--- src/rtl/vdp_cpu_read_port.sv ---
// VDP CPU-read responder for ports 0x80/0x81: read-ahead VRAM buffer, status
// snapshot, vertical-blank frame flag, /INT generation and VRAM prefetch FSM.
module vdp_cpu_read_port #(
    parameter int unsigned ADDR_W      = 14,
    parameter int unsigned SYNC_STAGES = 2
) (
    input  logic              hwclk,
    input  logic              reset_n,
    input  logic              rd_sel_n,
    input  logic              a0,
    output logic [7:0]        rd_data,
    input  logic              frame_tick,
    input  logic              coinc,
    input  logic              ie,
    input  logic              addr_load,
    input  logic [ADDR_W-1:0] addr_in,
    output logic              vram_req,
    output logic [ADDR_W-1:0] vram_addr,
    input  logic              vram_ack,
    input  logic [7:0]        vram_rdata,
    output logic              latch_clr,
    output logic              int_n,
    output logic [7:0]        status_out
);

    typedef enum logic {
        ST_IDLE,
        ST_REQ
    } state_t;

    logic [SYNC_STAGES-1:0] r_sel_sync;
    logic [SYNC_STAGES-1:0] r_a0_sync;
    logic                   r_sel_hist;
    logic                   r_cyc_a0;
    logic [7:0]             r_status_snap;
    logic                   r_frame_flag;
    logic                   r_latch_clr;
    logic                   r_int_n;
    logic [ADDR_W-1:0]      r_ptr;

    state_t                 r_state;
    logic                   r_vram_req;
    logic [ADDR_W-1:0]      r_vram_addr;
    logic [7:0]             r_read_buf;
    logic                   r_pend;
    logic [ADDR_W-1:0]      r_pend_addr;
    logic                   r_discard;

    logic                   w_sel_s;
    logic                   w_a0_s;
    logic                   w_sel_fall;
    logic                   w_sel_rise;
    logic                   w_stat_end;
    logic                   w_data_end;
    logic                   w_start;
    logic [ADDR_W-1:0]      w_start_addr;
    logic [7:0]             w_status;

    assign w_sel_s      = r_sel_sync[SYNC_STAGES-1];
    assign w_a0_s       = r_a0_sync[SYNC_STAGES-1];
    assign w_sel_fall   = r_sel_hist & ~w_sel_s;
    assign w_sel_rise   = ~r_sel_hist & w_sel_s;
    assign w_stat_end   = w_sel_rise & r_cyc_a0;
    assign w_data_end   = w_sel_rise & ~r_cyc_a0;
    // A pointer load takes priority over a coincident data-read-end prefetch.
    assign w_start      = addr_load | w_data_end;
    assign w_start_addr = addr_load ? addr_in : r_ptr;
    assign w_status     = {r_frame_flag, 1'b0, coinc, 5'b0};

    assign rd_data    = a0 ? r_status_snap : r_read_buf;
    assign status_out = w_status;
    assign vram_req   = r_vram_req;
    assign vram_addr  = r_vram_addr;
    assign latch_clr  = r_latch_clr;
    assign int_n      = r_int_n;

    always_ff @(posedge hwclk) begin
        if (!reset_n) begin
            r_sel_sync    <= '1;
            r_a0_sync     <= '0;
            r_sel_hist    <= 1'b1;
            r_cyc_a0      <= 1'b0;
            r_status_snap <= '0;
            r_frame_flag  <= 1'b0;
            r_latch_clr   <= 1'b0;
            r_int_n       <= 1'b1;
            r_ptr         <= '0;
        end else begin
            r_sel_sync <= {r_sel_sync[SYNC_STAGES-2:0], rd_sel_n};
            r_a0_sync  <= {r_a0_sync[SYNC_STAGES-2:0], a0};
            r_sel_hist <= w_sel_s;

            if (w_sel_fall) begin
                r_cyc_a0 <= w_a0_s;
            end
            if (w_sel_fall && w_a0_s) begin
                r_status_snap <= w_status;
            end

            if (frame_tick) begin
                r_frame_flag <= 1'b1;
            end else if (w_stat_end) begin
                r_frame_flag <= 1'b0;
            end

            r_latch_clr <= w_stat_end;
            r_int_n     <= ~(r_frame_flag & ie);

            if (w_start) begin
                r_ptr <= w_start_addr + 1'b1;
            end
        end
    end

    always_ff @(posedge hwclk) begin
        if (!reset_n) begin
            r_state     <= ST_IDLE;
            r_vram_req  <= 1'b0;
            r_vram_addr <= '0;
            r_read_buf  <= '0;
            r_pend      <= 1'b0;
            r_pend_addr <= '0;
            r_discard   <= 1'b0;
        end else begin
            case (r_state)
                ST_IDLE: begin
                    if (w_start) begin
                        r_vram_addr <= w_start_addr;
                        r_vram_req  <= 1'b1;
                        r_pend      <= 1'b0;
                        r_state     <= ST_REQ;
                    end else if (r_pend) begin
                        r_vram_addr <= r_pend_addr;
                        r_vram_req  <= 1'b1;
                        r_pend      <= 1'b0;
                        r_state     <= ST_REQ;
                    end
                end
                ST_REQ: begin
                    if (w_start) begin
                        r_pend      <= 1'b1;
                        r_pend_addr <= w_start_addr;
                    end
                    // A load during an outstanding fetch makes that fetch stale.
                    if (addr_load) begin
                        r_discard <= 1'b1;
                    end
                    if (vram_ack) begin
                        if (!r_discard && !addr_load) begin
                            r_read_buf <= vram_rdata;
                        end
                        r_vram_req <= 1'b0;
                        r_discard  <= 1'b0;
                        r_state    <= ST_IDLE;
                    end
                end
                default: begin
                    r_state    <= ST_IDLE;
                    r_vram_req <= 1'b0;
                end
            endcase
        end
    end

endmodule

--- config.mk ---
export PLATFORM = sky130hd
export DESIGN_NAME = vdp_cpu_read_port
export DESIGN_NICKNAME = d
export VERILOG_FILES = /design/src/rtl/vdp_cpu_read_port.sv
export SDC_FILE = /design/constraint.sdc
export NUM_CORES = 1
export LEC_CHECK = 0
export BUFFER_PORTS_ARGS = -buffer_cell sky130_fd_sc_hd__buf_4
export CORE_ASPECT_RATIO = 0.9
export CORE_MARGIN = 1
export CORE_UTILIZATION = 40
export DETAILED_ROUTE_END_ITERATION = 10
export PLACE_DENSITY = 0.72
export SYNTH_ARGS = -nofsm -noshare
export SYNTH_HDL_FRONTEND = slang
export SYNTH_SLANG_ARGS = --single-unit
--- constraint.sdc ---
create_clock -name hwclk -period 7 [get_ports hwclk]
set_clock_uncertainty 0.1 [all_clocks]
set_input_delay 0.35 -clock hwclk [delete_from_list [all_inputs] [get_ports hwclk]]
set_output_delay 0.35 -clock hwclk [all_outputs]
set_load 0.05 [all_outputs]
Word-level counts from Yosys, hierarchy flattened
Cells that the tools add are included.
{"block": "op_classes", "addsub": 1, "n_eq_ne": 3, "mux": 18, "bitwise": 11, "reduce_logical": 12}
{"operator": "14-bit 2-to-1 mux", "count": 3}
{"operator": "14-bit by 1-bit adder with 14-bit output (second input constant)", "count": 1}
{"operator": "1-bit 2-to-1 mux", "count": 11}
{"operator": "8-bit 2-to-1 mux", "count": 1}
{"operator": "2-bit AND reduction", "count": 4}
{"operator": "1-bit case mux with 2 select lines", "count": 3}
{"operator": "2-bit nonzero test", "count": 3}
{"operator": "1-bit AND", "count": 5}
{"operator": "1-bit inverter", "count": 5}
{"operator": "3-bit inequality test (second input constant)", "count": 1}
{"operator": "3-bit AND reduction", "count": 1}
{"operator": "1-bit logical AND", "count": 2}
{"operator": "1-bit zero test", "count": 2}
{"operator": "2-bit by 1-bit inequality test with 1-bit output (second input constant)", "count": 1}
{"operator": "2-bit inequality test (second input constant)", "count": 1}
{"operator": "1-bit bitwise OR", "count": 1}
{"block": "word_totals", "ff_bits": 65, "input_bits": 31, "out_inout_bits": 33, "elab_cells": 61}

Depth between registers and ports, before layout
Gate-level depths: netlist of the first run.
{"block": "logic_depth", "depth_word": 6, "depth_mapped": 11}

Worst setup path before layout of the first run
OpenSTA, ideal clock, no wires.
{"block": "synth_path", "path_type": "input-to-reg", "startpoint": "in addr_load", "endpoint": "reg r_ptr[8]", "arrival_time_ns": 2.308, "path_slack_ns": 4.530, "stages": 11, "path_buffers": 4, "path_cell_list": "buf_6 buf_6 buf_2 buf_2 mux2i_1 inv_1 ha_1 o211ai_1 nor3_1 or4_1 nand3_1"}
{"block": "synth_between", "elab_chain_len": 2, "word_cells_on_any_way": 3}
{"item": "start, declared", "line_no": "15", "source": "input logic addr_load,"}
{"item": "14-bit 2-to-1 mux", "line_no": "67", "source": "assign w_start_addr = addr_load ? addr_in : r_ptr;"}
{"item": "via w_start_addr[1]", "line_no": "56", "source": "logic [ADDR_W-1:0] w_start_addr;"}
{"item": "14-bit by 1-bit adder with 14-bit output", "line_no": "110", "source": "r_ptr <= w_start_addr + 1'b1;"}
{"item": "end signal, assigned", "line_no": "110"}
{"item": "end, declared", "line_no": "39", "source": "logic [ADDR_W-1:0] r_ptr;"}
The timed path passes the listed nets, and every way through them passes these cells.
A chain may end at the register's enable or synchronous reset.

Worst setup path after layout of the first run
{"block": "layout_path", "startpoint": "reg r_sel_sync[1]", "endpoint": "reg r_vram_addr[0] (netlist: vram_addr[0])"}
{"block": "layout_between", "elab_chain_len": 5, "word_cells_on_any_way": 6}
{"item": "start, declared", "line_no": "31", "source": "logic [SYNC_STAGES-1:0] r_sel_sync;"}
{"item": "start signal, assigned", "line_no": "89", "source": "r_sel_sync <= {r_sel_sync[SYNC_STAGES-2:0], rd_sel_n};"}
{"item": "1-bit AND (*)", "line_no": "62", "source": "assign w_sel_rise = ~r_sel_hist & w_sel_s;"}
{"item": "1-bit AND (*)", "line_no": "64", "source": "assign w_data_end = w_sel_rise & ~r_cyc_a0;"}
{"item": "1-bit bitwise OR (*)", "line_no": "66", "source": "assign w_start = addr_load | w_data_end;"}
{"item": "2-bit nonzero test (no source line)"}
{"item": "2-bit AND reduction (no source line)"}
{"item": "end signal, assigned", "line_no": "128", "source": "r_vram_addr <= w_start_addr;"}
{"item": "end signal, assigned", "line_no": "133", "source": "r_vram_addr <= r_pend_addr;"}
{"item": "end, declared", "line_no": "43", "source": "logic [ADDR_W-1:0] r_vram_addr;"}
Every way passes the cells marked *; elsewhere a longest branch is shown, timed or not.

==> flow_metrics.tcl, run 1 <==
set metrics [dict create \
    powerDensity_nw_per_um2 246 \
    cpMaxStageDelayCell "nand2b_2" \
    yosysTopAreaCellShare_pct 43.2 \
    critical_path.endpoint "vram_addr[0]" \
    ctsHoldBuffers 0 \
    hold_class "primary input to register" \
    clk_pin_slew_ps 80 \
    worst-path-buf-inv 0 \
    dpl.hpwl_um 4630 \
    finalSetupTns_ps 0 \
    critPathTopFamily "simple AND/OR/NAND/NOR gates" \
    cp.required_ps 7170 \
    postCtsSetupBuffers 0 \
    cts.sinks 65 \
    tightest_slew_ps 1020 \
    relSlewSlack_pct 31.5 \
    final_nets 418 \
    layout_commonest_cell "dfxtp_1" \
    path_depth 5 \
    cts_buffer_depth 2 \
    vias 2544 \
    port_buffers 57 \
    htreeDepth 3 \
    placed_area_um2 3390 \
    die_height_um 84.4 \
    timing.final.crit_share_pct 37.3 \
    cts_resized 0 \
    cts_buffers 9 \
    crit_fanout 34 \
    synthFlopType "dfxtp_1" \
    postSynthCellCount 342 \
    die_area_um2 7890 \
    vias_per_cell 5.26 \
    synth_area_um2 3010 \
    yosys.area.top_type "dfxtp_1" \
    grt_use_total_pct 18.6 \
    drv_cap 0 \
    startpoint_type "register" \
    ys_top_cells_by_area "dfxtp_1 43%, mux2i_1 7.3%, nand2_1 4.6%" \
    synth-async-reset-ratio_pct 0 \
    core_area_um2 7180 \
    worst_setup_path_end_kind "register" \
    drc 0 \
    ir_drop_mv 0.132 \
    r2r_end "vram_addr[0]" \
    crit_type "register to register" \
    rrSetupSlack_ps 4390 \
    drive_gt1_share_pct 22.8 \
    fin_crit_ps 2610 \
    setup_viol 0 \
    critPathLaunch "r_sel_sync[1]" \
    gp_congestion 0.864 \
    synthToLayoutAreaGrowth_pct 19.3 \
    slew_violations 0 \
    grt_setup_unrepaired "no" \
    syn_avg_cell_area_um2 8.81 \
    synth-edff-count 0 \
    ys_types 49 \
    finalPower_uw 884 \
    grt-ovfl-total 0 \
    diodes 0 \
    start_util_pct 42.0 \
    synth-seq-cells 65 \
    r2r_cells 5 \
    grt_pass1_vias 2346 \
    final_cell_mix "65 x dfxtp_1, 58 x buf_4, 37 x nor2_1, 37 x nand2_1, 26 x a21oi_1" \
    r2r_start "r_sel_sync[1]" \
    fin_area_um2 3600 \
    yosys_warnings 0 \
    power.leakage_uw 0.00145 \
    max_stage_delay_ps 510 \
    clock.fmax_mhz 383 \
    yosysSeqAreaShare_pct 43.2 \
    crit_chain "or3b_1, nand2b_2, o21ai_1, or3_1, a21oi_1" \
    clk_latency_ps 350 \
    routed_wl_um 6730 \
    status "finished, final reports clean" \
    dr.pass1.iters 4 \
    drt_iter0_drc 131 \
    wl_per_cell_um 13.9 \
    hold_viol_final 0 \
    cp.arrival_ps 2780 \
    antenna_found_initial 0 \
    floorplan.die.width_um 93.5 \
    grt_max_degree 37 \
    pin_count 64 \
    row_count 29 \
    ant_nets 0 \
    cts_tree "built" \
    cts-root-buf "clkbuf_8" \
    grt_pass1_wl_um 11300 \
]
==> flip-flops by register name, indices dropped and copies added, names as in the netlist, 2 cells and up <==
name / count
r_sel_sync: 2
r_ptr: 14
vram_addr: 14
r_status_snap: 2
r_read_buf: 8
r_pend_addr: 14
r_a0_sync: 2
==> worst min path at each step <==
| stage | endpoint | from | cells past startpoint |
|---|---|---|---|
| after global routing | r_sel_sync[0] | rd_sel_n | 2 |
| after CTS | int_n | ie | 2 |
| after floorplan | r_sel_sync[1] | r_sel_sync[0] | 1 |
| after detailed placement | r_sel_sync[1] | r_sel_sync[0] | 1 |
| after global placement | r_sel_sync[1] | r_sel_sync[0] | 1 |
| final | int_n | ie | 2 |
==> cells in the mapped netlist, types with 2 or more instances <==
cell and instances:
a21oi_1 26, dfxtp_1 65, buf_6 4, buf_2 6
buf_4 8, nor2_2 2, xnor2_1 5, a211oi_1 15
nand3_1 13, mux2_2 5, xor2_1 2, mux2i_1 22
nand2_1 37, inv_1 3, nor2_1 37, nor4_1 2
clkbuf_1 10, or3b_1 2, nand4_1 9, nand2b_1 3
nor2b_1 7, and2_1 2, and3b_1 2, nor3_1 4
mux2i_2 2, or3_1 3, o211ai_1 16, o21ai_0 9
==> worst register-to-register path: cells and delay by family, from the launching register on <==
| kind | cells | cell delay [ps] |
|---|---|---|
| AOI/OAI and AO/OA | 2 | 630 |
| and+or+nand+nor | 3 | 1430 |
| DFF | 1 | 390 |
==> metrics by stage <==
step / util [%] / cells / hold slack [ps] / setup slack [ps]
after global placement: 47.2 / 468 / 290 / 4450
after CTS: 50.1 / 484 / 77.1 / 4390
after floorplan: - / 347 / 286 / 4530
final: 50.1 / 484 / 87.5 / 4390
after global routing: 50.1 / 484 / 80.8 / 4210
after detailed placement: 47.2 / 468 / 293 / 4390
==> per-layer routing <==
layer / part of all wire (%) / track usage [%] / vias to the layer above
met1: 47 / 25.3 / 1177
met3: 6.2 / 5.43 / 9
met4: 1.7 / 7.41 / 0
met2: 45 / 27.5 / 69
met5: 0 / 0 / -
li1: - / - / 1289
==> logic make-up after synthesis <==
group,share of synthesized area (%)
AND/OR/NAND/NOR,21.9
AO/OA/AOI/OAI,15.4
flip-flops,43.2
buffers and inverters,6.81
multiplexers,10.1
XOR/XNOR,2.03
adder cells (fa/ha/maj),0.415
other,0.124
==> layout make-up <==
cell class,instances,area [um^2]
Sequential cell,65,1300
Clock inverter,6,65.1
Timing Repair Buffer,58,435
Tap cell,93,116
Inverter,4,15.0
Multi-Input combinational cell,248,1530
Fill cell,687,3590
Clock buffer,10,138
==> power breakdown <==
part / internal, uW / leakage [uW] / switching (uW) / total, uW
Clock: 175 / 0.000103 / 151 / 326
Combinational: 52.5 / 0.000813 / 99.0 / 152
Sequential: 393 / 0.000533 / 13.7 / 406
Total: 620 / 0.00145 / 264 / 884
No activity file was read; power rests on OpenSTA's default activity.
==> run 2: changes to the inputs <==
--- a/config.mk
+++ b/config.mk
@@ -10,7 +10,7 @@
 export CORE_MARGIN = 1
 export CORE_UTILIZATION = 40
 export DETAILED_ROUTE_END_ITERATION = 10
-export PLACE_DENSITY = 0.72
+export PLACE_DENSITY = 0.74
 export SYNTH_ARGS = -nofsm -noshare
 export SYNTH_HDL_FRONTEND = slang
 export SYNTH_SLANG_ARGS = --single-unit
==> constraint.sdc (replaced) <==
create_clock -name hwclk -period 2.35 [get_ports hwclk]
set_clock_uncertainty 0.1 [all_clocks]
set_input_delay 0.1175 -clock hwclk [delete_from_list [all_inputs] [get_ports hwclk]]
set_output_delay 0.1175 -clock hwclk [all_outputs]
set_load 0.05 [all_outputs]
==> run 2 against run 1 <==
  * Fmax is 34% higher
  * Cell area grew 5.3%
  * Largest cell class unchanged
  * Highest routed layer unchanged
  * Critical path type unchanged
  * Clock power grew 150%
  * Largest power group unchanged
==> flow_metrics.tcl, run 2 (synthesized netlist as in run 1, its figures left out) <==
set metrics [dict create \
    critical_path.endpoint "r_ptr[12]" \
    drc 0 \
    p_int_uw 1760 \
    relSlewSlack_pct 66.2 \
    placed_area_um2 3450 \
    vias_per_cell 5.24 \
    powerDensity_nw_per_um2 661 \
    fillers 676 \
    dpl.hpwl_um 4680 \
    floorplan.die.width_um 93.5 \
    hold_class "primary input to register" \
    fin_crit_ps 1950 \
    grt_setup_unrepaired "no" \
    setup_viol 0 \
    antenna_found_initial 0 \
    grt_use_total_pct 17.8 \
    final_nets 443 \
    worst_setup_path_end_kind "register" \
    critPathTopFamily "multiplexers" \
    grt_busiest_layer "met2" \
    pwr-share-seq_pct 48.4 \
    use_met1_pct 24.4 \
    use_met3_pct 5.62 \
    finalSetupTns_ps 0 \
    pin_count 64 \
    grt_max_degree 28 \
    rrSetupSlack_ps 400 \
    drt_iter0_drc 84 \
    crit_chain "mux2i_1, inv_1, ha_1, o211ai_1, nor3_1, mux2_2, o211ai_1" \
    grt_pass1_wl_um 11100 \
    ant_nets 0 \
    vias 2660 \
    slew_violations 0 \
    hold_viol_final 0 \
    layout_commonest_cell "buf_4" \
    drv_cap 0 \
    max_stage_delay_ps 380 \
    routed_wl_um 6890 \
    tightest_slew_ps 498 \
    clk_latency_ps 330 \
    crit_top_cell "o211ai_1" \
    port_buffers 57 \
    startpoint_type "register" \
    p_sw_uw 746 \
    cts_buffers 9 \
    status "finished, final reports clean" \
    pwr-share-comb_pct 19.5 \
    path_depth 7 \
    worst-path-buf-inv 1 \
    dr.pass1.iters 4 \
    r2r_cells 7 \
    cts.sinks 65 \
    cpMaxStageDelayCell "dfxtp_1" \
    die_area_um2 7890 \
    cp.arrival_ps 2110 \
    crit_type "register to register" \
    whs_ps 22.0 \
    cts-root-buf "clkbuf_8" \
    cts_buffer_depth 2 \
    cp.required_ps 2510 \
    start_util_pct 42.0 \
    r2r_start "r_ptr[1]" \
    critPathLaunch "r_ptr[1]" \
    netSwitchingFraction_pct 29.8 \
    r2r_end "r_ptr[12]" \
    diodes 0 \
    timing.final.crit_share_pct 83.2 \
    cts_tree "built" \
    clk_pin_slew_ps 70 \
    met2_usage_pct 26.7 \
    pre_cts_slack_ps 349 \
    crit_fanout 4 \
    layout_setup_ws_ps 396 \
    htreeDepth 3 \
    grt-ovfl-total 0 \
    cts_resized 0 \
    holdPathStages 3 \
    row_count 29 \
    die_height_um 84.4 \
    gp_congestion 0.854 \
    power.leakage_uw 0.00153 \
    grt_pass1_vias 2439 \
    ir_drop_mv 0.322 \
    core_area_um2 7180 \
    drive_gt1_share_pct 22.7 \
    utilization_pct 52.7 \
    synthToLayoutAreaGrowth_pct 25.7 \
    clkPwrFrac_pct 32.1 \
    fin_area_um2 3790 \
    wl_per_cell_um 13.6 \
    final_cell_mix "66 x buf_4, 65 x dfxtp_1, 37 x nor2_1, 37 x nand2_1, 26 x a21oi_1" \
    clock.fmax_mhz 512 \
]
==> run 2: routing by layer <==
| metal | vias to the layer above | share of wire, % |
|---|---|---|
| met5 | - | 0 |
| met4 | 0 | 1.1 |
| met3 | 10 | 6.0 |
| met2 | 78 | 46 |
| met1 | 1238 | 47 |
| li1 | 1334 | - |
==> run 2: cell type report <==
cell class	instances	area (um^2)	share of cell area (%)
clock buffers	12	145	3.83
clock inverters	3	17.5	0.463
inverters	4	15.0	0.396
multi-input cells	248	1530	40.3
flip-flops and latches	65	1300	34.4
well taps	93	116	3.07
repair buffers	83	666	17.6
==> run 2: through the flow <==
step | cells | power [uW]
after global routing | 508 | 2630
after detailed placement | 476 | 1700
after global placement | 476 | 1690
after floorplan | 347 | 1570
after CTS | 508 | 2530
final | 508 | 2500
==> run 2: worst min path at each step <==
| stage | slack [ps] | end | start |
|---|---|---|---|
| 5_1_grt | 30 | r_ptr[7] | addr_in[7] |
| 3_3_place_gp | 200 | r_sel_sync[0] | rd_sel_n |
| 4_1_cts | 10 | r_ptr[7] | addr_in[7] |
| 2_1_floorplan | 100 | int_n | ie |
| 3_5_place_dp | 200 | r_sel_sync[0] | rd_sel_n |
| 6_report | 20 | r_ptr[7] | addr_in[7] |
==> run 2: worst min-delay path, delay by kind of cell <==
kind                   cells  cell delay, ps
XOR/XNOR                   1             120
AO/OA/AOI/OAI              1              60
buffers and inverters      1             110
==> run 2: power by group through the flow <==
| stage | Sequential, uW | Combinational (uW) | Clock, uW |
|---|---|---|---|
| 4_1_cts | 1210 | 485 | 830 |
| 5_1_grt | 1220 | 527 | 880 |
| 3_3_place_gp | 1230 | 455 | 0 |
| 3_5_place_dp | 1240 | 461 | 0 |
| 6_report | 1210 | 487 | 805 |
| 2_1_floorplan | 1300 | 269 | 0 |
==> run 2: repair_timing <==
| item | in CTS | in global routing |
|---|---|---|
| hold buffers | 17 | 0 |
| endpoints found under the hold margin | 16 | 0 |
| setup buffers | 0 | 0 |
